### src/rtl/example_counter.sv
// Programmable-modulo up-counter: counts 0..L per period, L captured from dIN at period start.
// Optional wrap counter output enabled by defining EXAMPLE_COUNTER_WRAP_CNT_EN.
module example_counter #(
  parameter int bit_width = 8
) (
  input  logic                 clk,
  input  logic                 rst,
  input  logic                 clk_en,
  input  logic [bit_width-1:0] dIN,
  output logic [bit_width-1:0] dOUT,
  output logic                 tc
`ifdef EXAMPLE_COUNTER_WRAP_CNT_EN
  ,
  output logic [bit_width-1:0] wrap_cnt
`endif
);

  localparam logic [bit_width-1:0] ZERO = '0;
  localparam logic [bit_width-1:0] ONES = '1;
  localparam logic [bit_width-1:0] ONE  = bit_width'(1);

  logic [bit_width-1:0] cnt_q, cnt_d;
  logic [bit_width-1:0] limit_q, limit_d;
  logic [bit_width-1:0] eff_s;
  logic                 tc_q, tc_d;

  // Next-state: at count zero the live dIN is the limit, otherwise the captured one.
  always_comb begin
    cnt_d   = cnt_q;
    limit_d = limit_q;
    tc_d    = 1'b0;
    if (cnt_q == ZERO) begin
      eff_s = dIN;
    end else begin
      eff_s = limit_q;
    end
    if (clk_en) begin
      if (cnt_q == ZERO) begin
        limit_d = dIN;
      end else begin
        limit_d = limit_q;
      end
      // >= so an out-of-range count wraps immediately instead of running to all-ones
      if (cnt_q >= eff_s) begin
        cnt_d = ZERO;
        tc_d  = 1'b1;
      end else begin
        cnt_d = cnt_q + ONE;
        tc_d  = 1'b0;
      end
    end else begin
      cnt_d   = cnt_q;
      limit_d = limit_q;
      tc_d    = 1'b0;
    end
  end

  // State registers.
  always_ff @(posedge clk or negedge rst) begin
    if (!rst) begin
      cnt_q   <= ZERO;
      limit_q <= ONES;
      tc_q    <= 1'b0;
    end else begin
      cnt_q   <= cnt_d;
      limit_q <= limit_d;
      tc_q    <= tc_d;
    end
  end

  assign dOUT = cnt_q;
  assign tc   = tc_q;

`ifdef EXAMPLE_COUNTER_WRAP_CNT_EN
  logic [bit_width-1:0] wrap_cnt_q, wrap_cnt_d;

  // Saturating count of wraps; tc_d is exactly the wrap condition.
  always_comb begin
    wrap_cnt_d = wrap_cnt_q;
    if (tc_d && (wrap_cnt_q != ONES)) begin
      wrap_cnt_d = wrap_cnt_q + ONE;
    end else begin
      wrap_cnt_d = wrap_cnt_q;
    end
  end

  // Wrap counter register.
  always_ff @(posedge clk or negedge rst) begin
    if (!rst) begin
      wrap_cnt_q <= ZERO;
    end else begin
      wrap_cnt_q <= wrap_cnt_d;
    end
  end

  assign wrap_cnt = wrap_cnt_q;
`endif

endmodule

### config.mk
export PLATFORM = sky130hd
export DESIGN_NAME = example_counter
export DESIGN_NICKNAME = d
export VERILOG_FILES = /design/src/rtl/example_counter.sv
export SDC_FILE = /design/constraint.sdc
export NUM_CORES = 1
export LEC_CHECK = 0
export ABC_AREA = 0
export CAP_MARGIN = 20
export CORE_UTILIZATION = 39
export DETAILED_ROUTE_END_ITERATION = 10
export DONT_BUFFER_PORTS = 1
export GPL_TIMING_DRIVEN = 0
export SLEW_MARGIN = 40
export SYNTH_ARGS = -nofsm -noshare
export SYNTH_HDL_FRONTEND = slang
export SYNTH_SLANG_ARGS = --single-unit
### constraint.sdc
create_clock -name clk -period 4.68 [get_ports clk]
set_input_delay 0 -clock clk [delete_from_list [all_inputs] [get_ports clk]]
set_output_delay 0 -clock clk [all_outputs]
set_load 0.05 [all_outputs]
==> flow_metrics.tcl, run 1 <==
set metrics [dict create \
    core-area_sq_um 2520 \
    p_leak_nw 0.574 \
    drtAntennaViolNets 0 \
    ys_ff_latch 17 \
    worstHoldStart "clk_en" \
    cts_tree "done" \
    cts_sinks 17 \
    skew_ns 0.00599 \
    initial_core_util_pct 42.2 \
    power.switching_mw 0.392 \
    swShare_pct 47.7 \
    grt_antenna_before_repair 0 \
    grt_pass1_vias 744 \
    post-place-ws_ns 1.44 \
    htreeDepth 1 \
    postSynthCellCount 94 \
    die_w_microns 54.2 \
    nets 130 \
    track_usage_pct 15.9 \
    drive_gt1_share_pct 25.9 \
    yosysTopAreaCell "dfrtp_1" \
    hold_viol_final 0 \
    die_h_microns 54.2 \
    boundaryPins 20 \
    cts_inserted_buffers 3 \
    clockPowerShare_pct 9.6 \
    crit_start "dOUT[0]" \
    drt_iter0_markers 19 \
    globalRouteOverflowTotal 0 \
    antenna_cells 0 \
    rows 18 \
    synth_cell_types 27 \
    crit_path_max_fanout 8 \
    clockBufferDepth 2 \
    cap_violations 0 \
    fin_cells 138 \
    place_area_sq_um 1100 \
    dp_hpwl_microns 1470 \
    p_int_mw 0.429 \
    vias_per_cell 5.49 \
    ir_drop_mv 0.334 \
    setup_ws_ns 1.45 \
    numPortBuffers 0 \
    grt_max_degree 18 \
    crit_path_start_kind "flop" \
    grt_setup_unrepaired "no" \
    critical_path_required_ns 4.88 \
    slew_headroom_pct 51.7 \
    synth_nets 115 \
    dr_total_vias 757 \
    syn_area_per_cell_sq_um 11.3 \
    cts_resized 0 \
    clk_pin_slew_worst_paths_ns 0.10 \
    clk_latency_ns 0.29 \
    p_seq_share_pct 48.9 \
    final_area_sq_um 1220 \
    ys_warn_count 0 \
    synth.area.top_cells "dfrtp_1 21%, dfstp_2 20%, ha_1 12%" \
    area_growth_pct 14.9 \
    place_congestion 0.735 \
    setup_viol 0 \
    powerDensity_nw_per_um2 671 \
    finalPower_mw 0.821 \
    drt-total-wl_microns 1980 \
    slew_violations 0 \
    path_class "reg2reg" \
    critPathArrivalTime_ns 3.43 \
    min_period_ns 3.23 \
    clk_root_buffer_cell "clkbuf_4" \
    grt_pass1_wl_microns 3310 \
    synth-seq-area-share_pct 40.9 \
    fmax_mhz 309 \
    drc_errors 0 \
    wl_per_cell_microns 14.4 \
    die_area_sq_um 2940 \
    dp.cells 124 \
    worstMarginPinSlew_ns 0.725 \
    first_pass_iters 4 \
    yosysTopAreaCellShare_pct 21.2 \
    tns_ns 0 \
    fin_crit_sh_pct 69.1 \
    reg2reg_from "dOUT[0]" \
    end_kind "flop" \
    power_frac_comb_pct 41.5 \
    status "finished, final reports clean" \
    hold_path.class "in2reg" \
    netlist_area_sq_um 1060 \
]
[registers in the layout (all words and copies together), names as in the netlist]
signal / cells
tc: 1
limit_q: 8
dOUT: 8
[layer usage]
metal | global-route usage, % | part of all wire [%] | vias to the layer above
met4 | 6.41 | 1.6 | 0
li1 | - | - | 373
met3 | 5.00 | 6.0 | 5
met2 | 25.8 | 47 | 19
met5 | 0 | 0 | -
met1 | 19.5 | 46 | 360
[cell usage in the layout, fill, tap and decap left out, types with 2 or more instances in the layout]
cell type / synthesis / routed
ha_1: 10 / 10
mux2_2: 9 / 9
dfrtp_1: 9 / 9
dlygate4sd3_1: 0 / 9
nor2_1: 8 / 8
mux2i_1: 8 / 8
dfstp_2: 8 / 8
nand3_1: 6 / 6
inv_1: 5 / 5
o21ai_0: 5 / 5
and3_1: 3 / 3
clkbuf_4: 0 / 3
nand4_1: 2 / 2
nand2_1: 2 / 2
nor2b_1: 2 / 2
clkbuf_1: 1 / 2
nand2b_1: 2 / 2
a21boi_0: 2 / 2
xor2_1: 2 / 2
[path summary, 6_finish.rpt]
| path | endpoint | slack (ns) | cells after the start |
|---|---|---|---|
| setup / recovery | dOUT[5] | 1.45 | 10 |
| hold / removal | dOUT[2] | 0.03 | 3 |
| setup reg to reg | dOUT[5] | 1.45 | 10 |
| hold reg to reg | limit_q[0] | 0.63 | 1 |
| max in group asynchronous | limit_q[1] | 4.21 | 2 |
| min in group asynchronous | tc | 0.15 | 2 |
[metrics by stage]
stage               hold slack (ns)  util (%)
floorplan                    -0.296         -
global placement             -0.295      43.7
detailed placement           -0.295      43.7
CTS                          0.0242      48.3
global route                 0.0715      48.5
finish                       0.0329      48.5
[synthesized netlist by cell type (all sizes together)]
library cell,number
a211oi,3
a21boi,2
and3,3
clkbuf,1
dfrtp,9
dfstp,8
ha,10
inv,5
mux2,9
mux2i,8
nand2,3
nand2b,2
nand3,7
nand4,3
nor2,8
nor2b,2
nor4,1
o21ai,6
o22ai,1
o311ai,1
xor2,2
[final cells by class]
class | count | area (sq um)
Sequential cell | 17 | 435
Fill cell | 241 | 1300
Clock buffer | 4 | 26.3
Buffer | 1 | 3.75
Tap cell | 30 | 37.5
Inverter | 5 | 18.8
Timing Repair Buffer | 10 | 95.1
Multi-Input combinational cell | 71 | 606
[critical path: stages (launching register included)]
cell and delay (ns):
dfrtp_1 0.75, inv_1 0.20, ha_1 0.28, nand3_2 0.22
mux2_2 0.37, ha_1 0.27, nor2b_1 0.11, o21ai_1 0.10
a211oi_4 0.43, nand2_2 0.14, o311ai_2 0.26
[cell families (layout without fill, tap and decap cells)]
group	Yosys count	in the layout	share of synthesized area, %
fa+ha+maj	10	10	11.8
compound gates	13	13	10.1
buf+inv	6	20	2.12
mux	17	17	17.1
flops	17	17	40.9
xor+xnor	2	2	1.65
simple gates	29	29	16.4
[timing repair]
action / CTS / global route
hold buffers: 9 / 1
buffers inserted: 0 / 0
endpoints found under the hold margin: 25 / 17
[power by group through the flow]
| stage | clock network [mW] | logic, mW | registers, mW |
|---|---|---|---|
| 2_1_floorplan | 0 | 0.285 | 0.382 |
| 3_3_place_gp | 0 | 0.322 | 0.402 |
| 3_5_place_dp | 0 | 0.336 | 0.405 |
| 4_1_cts | 0.0830 | 0.345 | 0.402 |
| 5_1_grt | 0.0886 | 0.393 | 0.412 |
| 6_report | 0.0792 | 0.340 | 0.401 |
(Power assumes the default switching activity.)
==> run 2, diff against run 1 <==
--- a/config.mk
+++ b/config.mk
@@ -5,7 +5,7 @@
 export SDC_FILE = /design/constraint.sdc
 export NUM_CORES = 1
 export LEC_CHECK = 0
-export ABC_AREA = 0
+export ABC_AREA = 1
 export CAP_MARGIN = 20
 export CORE_UTILIZATION = 39
 export DETAILED_ROUTE_END_ITERATION = 10
==> constraint.sdc (replaced) <==
create_clock -name clk -period 3.31 [get_ports clk]
set_input_delay 0 -clock clk [delete_from_list [all_inputs] [get_ports clk]]
set_output_delay 0 -clock clk [all_outputs]
set_load 0.05 [all_outputs]
==> run 2 against run 1 <==
Combinational power grew 90%. Register-to-register slack lost 0.94 ns. Highest routed layer unchanged. First-iteration DRC count grew 42%.
==> flow_metrics.tcl, run 2 <==
set metrics [dict create \
    dp.cells 173 \
    p_leak_nw 0.648 \
    grt_pass1_wl_microns 4010 \
    worstMarginPinSlew_ns 0.709 \
    post-place-ws_ns 0.505 \
    numPortBuffers 0 \
    die_area_sq_um 3200 \
    synthArstFlopShare_pct 100 \
    fmax_mhz 356 \
    min_period_ns 2.81 \
    synth.area.top_cells "dfrtp_1 19%, dfstp_2 18%, nand2_1 13%" \
    tns_ns 0 \
    drc_errors 0 \
    antenna_cells 0 \
    slew_headroom_pct 52.7 \
    crit_path_max_fanout 10 \
    yosysTopAreaCell "dfrtp_1" \
    setup_viol 0 \
    synth_nets 163 \
    dp_hpwl_microns 1730 \
    end_kind "flop" \
    postSynthCellCount 142 \
    clk_root_buffer_cell "clkbuf_4" \
    grt_setup_unrepaired "no" \
    die_w_microns 56.6 \
    grt_antenna_before_repair 0 \
    clk_latency_ns 0.30 \
    nets 179 \
    core-area_sq_um 2780 \
    cts_tree "done" \
    synth_cell_types 25 \
    htreeDepth 1 \
    first_pass_iters 4 \
    drtAntennaViolNets 0 \
    fin_cells 188 \
    skew_ns 0.00652 \
    die_h_microns 56.6 \
    path_class "reg2reg" \
    post_cts_buffers 0 \
    drt_iter0_markers 27 \
    status "finished, final reports clean" \
    synthFlopType "dfrtp_1" \
    crit_path_start_kind "flop" \
    multi_input_area_sq_um 621 \
    grt_max_degree 18 \
    setup_ws_ns 0.503 \
    ys_ff_latch 17 \
    powerDensity_nw_per_um2 971 \
    place_congestion 0.756 \
    area_growth_pct 14.6 \
    hold_path.class "in2reg" \
    slew_violations 0 \
    ir_drop_mv 0.451 \
    globalRouteOverflowTotal 0 \
    hold_viol_final 0 \
    cts_inserted_buffers 3 \
    ys_warn_count 0 \
    clockBufferDepth 2 \
    final_common_cell "nand2_1" \
    num-fill-cells 282 \
    netlist_area_sq_um 1160 \
    clk_pin_slew_worst_paths_ns 0.11 \
    vias_per_cell 4.98 \
    cts_sinks 17 \
    synth_edf_count 0 \
    critical_path_required_ns 3.53 \
    dr_total_vias 937 \
    boundaryPins 20 \
    critPathArrivalTime_ns 3.03 \
    yosysMostFrequentCell "nand2_1" \
    drt-total-wl_microns 2370 \
    grt_pass1_vias 842 \
    drive_gt1_share_pct 22.9 \
    synth-seq-area-share_pct 37.5 \
    final_cell_mix "40 x nand2_1, 19 x inv_1, 11 x o21ai_2" \
    wl_per_cell_microns 12.6 \
    initial_core_util_pct 41.8 \
    track_usage_pct 16.3 \
    syn_area_per_cell_sq_um 8.19 \
    synthTopCellsByCount "40 x nand2_1, 19 x inv_1, 11 x o21ai_2" \
    yosysTopAreaCellShare_pct 19.4 \
    cap_violations 0 \
    final-seq-area_sq_um 435 \
    rows 19 \
    fin_crit_sh_pct 84.8 \
]
run 2: area by class of cell:
class / count / area share (%)
multi-input cells: 101 / 46.6
flip-flops and latches: 17 / 32.7
repair buffers: 11 / 7.89
inverters: 20 / 5.63
well taps: 31 / 2.91
plain buffers: 4 / 2.35
clock buffers: 4 / 1.97
run 2: metrics by stage:
stage | util [%] | area, sq um | hold WS [ns] | total power, mW
finish | 47.9 | 1330 | 0.0379 | 1.29
detailed placement | 43.2 | 1200 | -0.295 | 1.17
CTS | 47.7 | 1330 | 0.0365 | 1.31
global route | 47.9 | 1330 | 0.0839 | 1.42
floorplan | - | 1160 | -0.296 | 1.05
global placement | 43.2 | 1200 | -0.295 | 1.14
run 2: critical path: stages (launching register included):
cell and delay, ns:
dfrtp_1 0.68, inv_1 0.24, ha_1 0.29, nand4_4 0.18
buf_6 0.19, nand2_1 0.07, o21ai_2 0.07, ha_1 0.24
inv_1 0.06, nand2_1 0.04, nand2_1 0.05, nand2_1 0.04
nand2_1 0.05, nand2_1 0.05, nand2_1 0.07, nand2_1 0.19
o21ai_0 0.21
run 2: metal layers:
| metal | vias up | routed length (microns) | track usage (%) |
|---|---|---|---|
| li1 | 486 | - | - |
| met1 | 431 | 1120 | 22.0 |
| met2 | 15 | 1110 | 25.5 |
| met3 | 5 | 96 | 2.76 |
| met4 | 0 | 48 | 7.32 |
| met5 | - | 0 | 0 |
run 2: cells by family after synthesis:
kind of cell,Yosys count,share of synthesized area [%]
compound gates,27,15.6
xor+xnor,3,2.26
fa+ha+maj,10,10.8
buf+inv,24,9.15
flops,17,37.5
simple gates,61,24.8
run 2: path summary, 6_finish.rpt:
path,start,endpoint,slack (ns),depth (start not counted)
worst max-delay path,dOUT[0],dOUT[0],0.50,16
worst min-delay path,clk_en,dOUT[4],0.04,4
worst max register to register,dOUT[0],dOUT[0],0.50,16
worst min register to register,limit_q[0],limit_q[0],0.47,2
max in group asynchronous,rst,limit_q[3],2.84,2
min in group asynchronous,rst,dOUT[7],0.16,2
run 2: what timing repair did:
action,CTS,global route
hold endpoints to repair,32,17
hold buffers,10,1
gates resized for setup,0,0
run 2: where the power goes:
part           internal (mW)  total, mW  switching, mW
registers              0.318      0.531          0.214
clock network         0.0470      0.117         0.0697
logic                  0.263      0.646          0.383
total                  0.628       1.29          0.666
==> run 3, diff against run 2 <==
==> constraint.sdc (replaced) <==
create_clock -name clk -period 2.7 [get_ports clk]
set_input_delay 0 -clock clk [delete_from_list [all_inputs] [get_ports clk]]
set_output_delay 0 -clock clk [all_outputs]
set_load 0.05 [all_outputs]
==> run 3 against run 2 <==
Worst hold slack worse by 0.0030 ns. Via count unchanged. Clock skew about the same. Worst setup slack worse by 0.30 ns. Clock power up 22%. Sequential cell count unchanged. Power up 24%. First-iteration DRC count up 3.7%. Sequential power up 25%. Fmax up 12%. Critical path type unchanged. Largest cell class unchanged. Largest power group unchanged.
==> flow_metrics.tcl, run 3 (same netlist as run 2, synthesis figures left out) <==
set metrics [dict create \
    grt_setup_unrepaired "no" \
    p_leak_nw 0.640 \
    slowest_stage "dfrtp_1" \
    slew_headroom_pct 55.3 \
    ir_drop_mv 0.564 \
    drt_iter0_markers 28 \
    r2r_setup_slack_ns 0.20 \
    crit_path_start_kind "flop" \
    drive_gt1_share_pct 28.0 \
    path_class "reg2reg" \
    clk_latency_ns 0.30 \
    dr_total_vias 937 \
    fin_crit_sh_pct 92.5 \
    place_congestion 0.756 \
    die_w_microns 56.6 \
    cts_sinks 17 \
    track_usage_pct 16.3 \
    cp_num_buf_inv 2 \
    first_pass_iters 4 \
    cp_top_family "simple AND/OR/NAND/NOR gates" \
    globalRouteOverflowTotal 0 \
    critical_path_required_ns 2.92 \
    initial_core_util_pct 41.8 \
    die_area_sq_um 3200 \
    whs_ns 0.0349 \
    grt_pass1_wl_microns 4010 \
    grt_max_degree 18 \
    htreeDepth 1 \
    critPathArrivalTime_ns 2.71 \
    rows 19 \
    cts_tree "done" \
    fmax_mhz 400 \
    cts_inserted_buffers 3 \
    nets 179 \
    final_util_pct 48.4 \
    wl_per_cell_microns 12.6 \
    tns_ns 0 \
    cap_violations 0 \
    finalPower_mw 1.61 \
    path_cells "nor2_2 -> nand4_4 -> buf_6 -> nand2_1 -> o21ai_2 -> ha_1 -> inv_1 -> nand2_1 -> nand2_1 -> nand2_1 -> nand2_1 -> nand2_1 -> nand2_1 -> nand2_2 -> o21ai_0" \
    drc_errors 0 \
    area_growth_pct 15.7 \
    dp_hpwl_microns 1730 \
    cpMostUsedCell "nand2_1" \
    core-area_sq_um 2780 \
    hold_path.class "in2reg" \
    boundaryPins 20 \
    worstMarginPinSlew_ns 0.670 \
    powerDensity_nw_per_um2 1190 \
    final_common_cell "nand2_1" \
    clk_pin_slew_worst_paths_ns 0.10 \
    die_h_microns 56.6 \
    skew_ns 0.00613 \
    drtAntennaViolNets 0 \
    setup_viol 0 \
    clk_root_buffer_cell "clkbuf_4" \
    final_cell_mix "39 x nand2_1, 18 x inv_1, 11 x o21ai_2" \
    post_cts_buffers 0 \
    status "finished, final reports clean" \
    end_kind "flop" \
    drt-total-wl_microns 2360 \
    vias_per_cell 4.98 \
    crit_path_max_fanout 10 \
    hold_viol_final 0 \
    place_area_sq_um 1200 \
    grt_pass1_vias 842 \
    antenna_cells 0 \
    final_area_sq_um 1350 \
    min_period_ns 2.50 \
    grt_antenna_before_repair 0 \
    clockBufferDepth 2 \
    slew_violations 0 \
    numPortBuffers 0 \
    slowest_delay_ns 0.64 \
]
[run 3: cell count changes in the layout (fill, tap and decap cells not counted)]
cell,before,now
inv_4,0,1
a21boi_1,0,1
a21boi_0,1,0
dfrtp_2,0,6
nand2_2,4,5
inv_1,19,18
dfrtp_1,9,3
nand2_1,40,39
[run 3: final timing paths]
kind                                 start         end  cells past startpoint
max in group asynchronous              rst  limit_q[0]                      2
worst max register to register     dOUT[7]     dOUT[0]                     15
worst min register to register  limit_q[0]  limit_q[0]                      2
worst min-delay path                clk_en     dOUT[4]                      4
min in group asynchronous              rst     dOUT[7]                      2
worst max-delay path               dOUT[7]     dOUT[0]                     15
[run 3: final cells by class]
class / instances / area, sq um
buffer: 4 / 31.3
clock buffer: 4 / 26.3
fill: 285 / 1440
inverter: 20 / 77.6
multi-input combinational: 101 / 623
sequential: 17 / 443
tap: 31 / 38.8
timing repair buffer: 11 / 105
[run 3: power by group]
part	switching, mW	internal (mW)
Combinational	0.473	0.327
Clock	0.0852	0.0576
Sequential	0.266	0.397
Total	0.824	0.781
[run 3: what timing repair did]
action	in CTS	in global routing
hold buffers	10	1
hold endpoints to repair	32	17
cloned	0	0
gates resized for setup	2	8
setup endpoints to repair	8	8
[run 3: worst reg2reg max path: cells and delay by family (launching register included)]
family	cells	cell delay [ns]
buffers and inverters	2	0.28
DFF	1	0.64
adders and majority gates	1	0.26
and+or+nand+nor	10	1.00
AOI/OAI and AO/OA	2	0.24
[run 3: through the flow]
stage	std cells	setup WS [ns]
floorplan	142	0.255
global placement	173	-0.0273
detailed placement	173	-0.105
CTS	187	0.0327
global route	188	0.00328
finish	188	0.202
[run 3: layer usage]
| layer | routed length [microns] | share of wire [%] | global-route usage [%] | vias up |
|---|---|---|---|---|
| met5 | 0 | 0 | 0 | - |
| met4 | 48 | 2.0 | 7.32 | 0 |
| met3 | 97 | 4.1 | 2.76 | 5 |
| met2 | 1100 | 47 | 25.5 | 17 |
| met1 | 1120 | 47 | 22.0 | 431 |
| li1 | - | - | - | 484 |
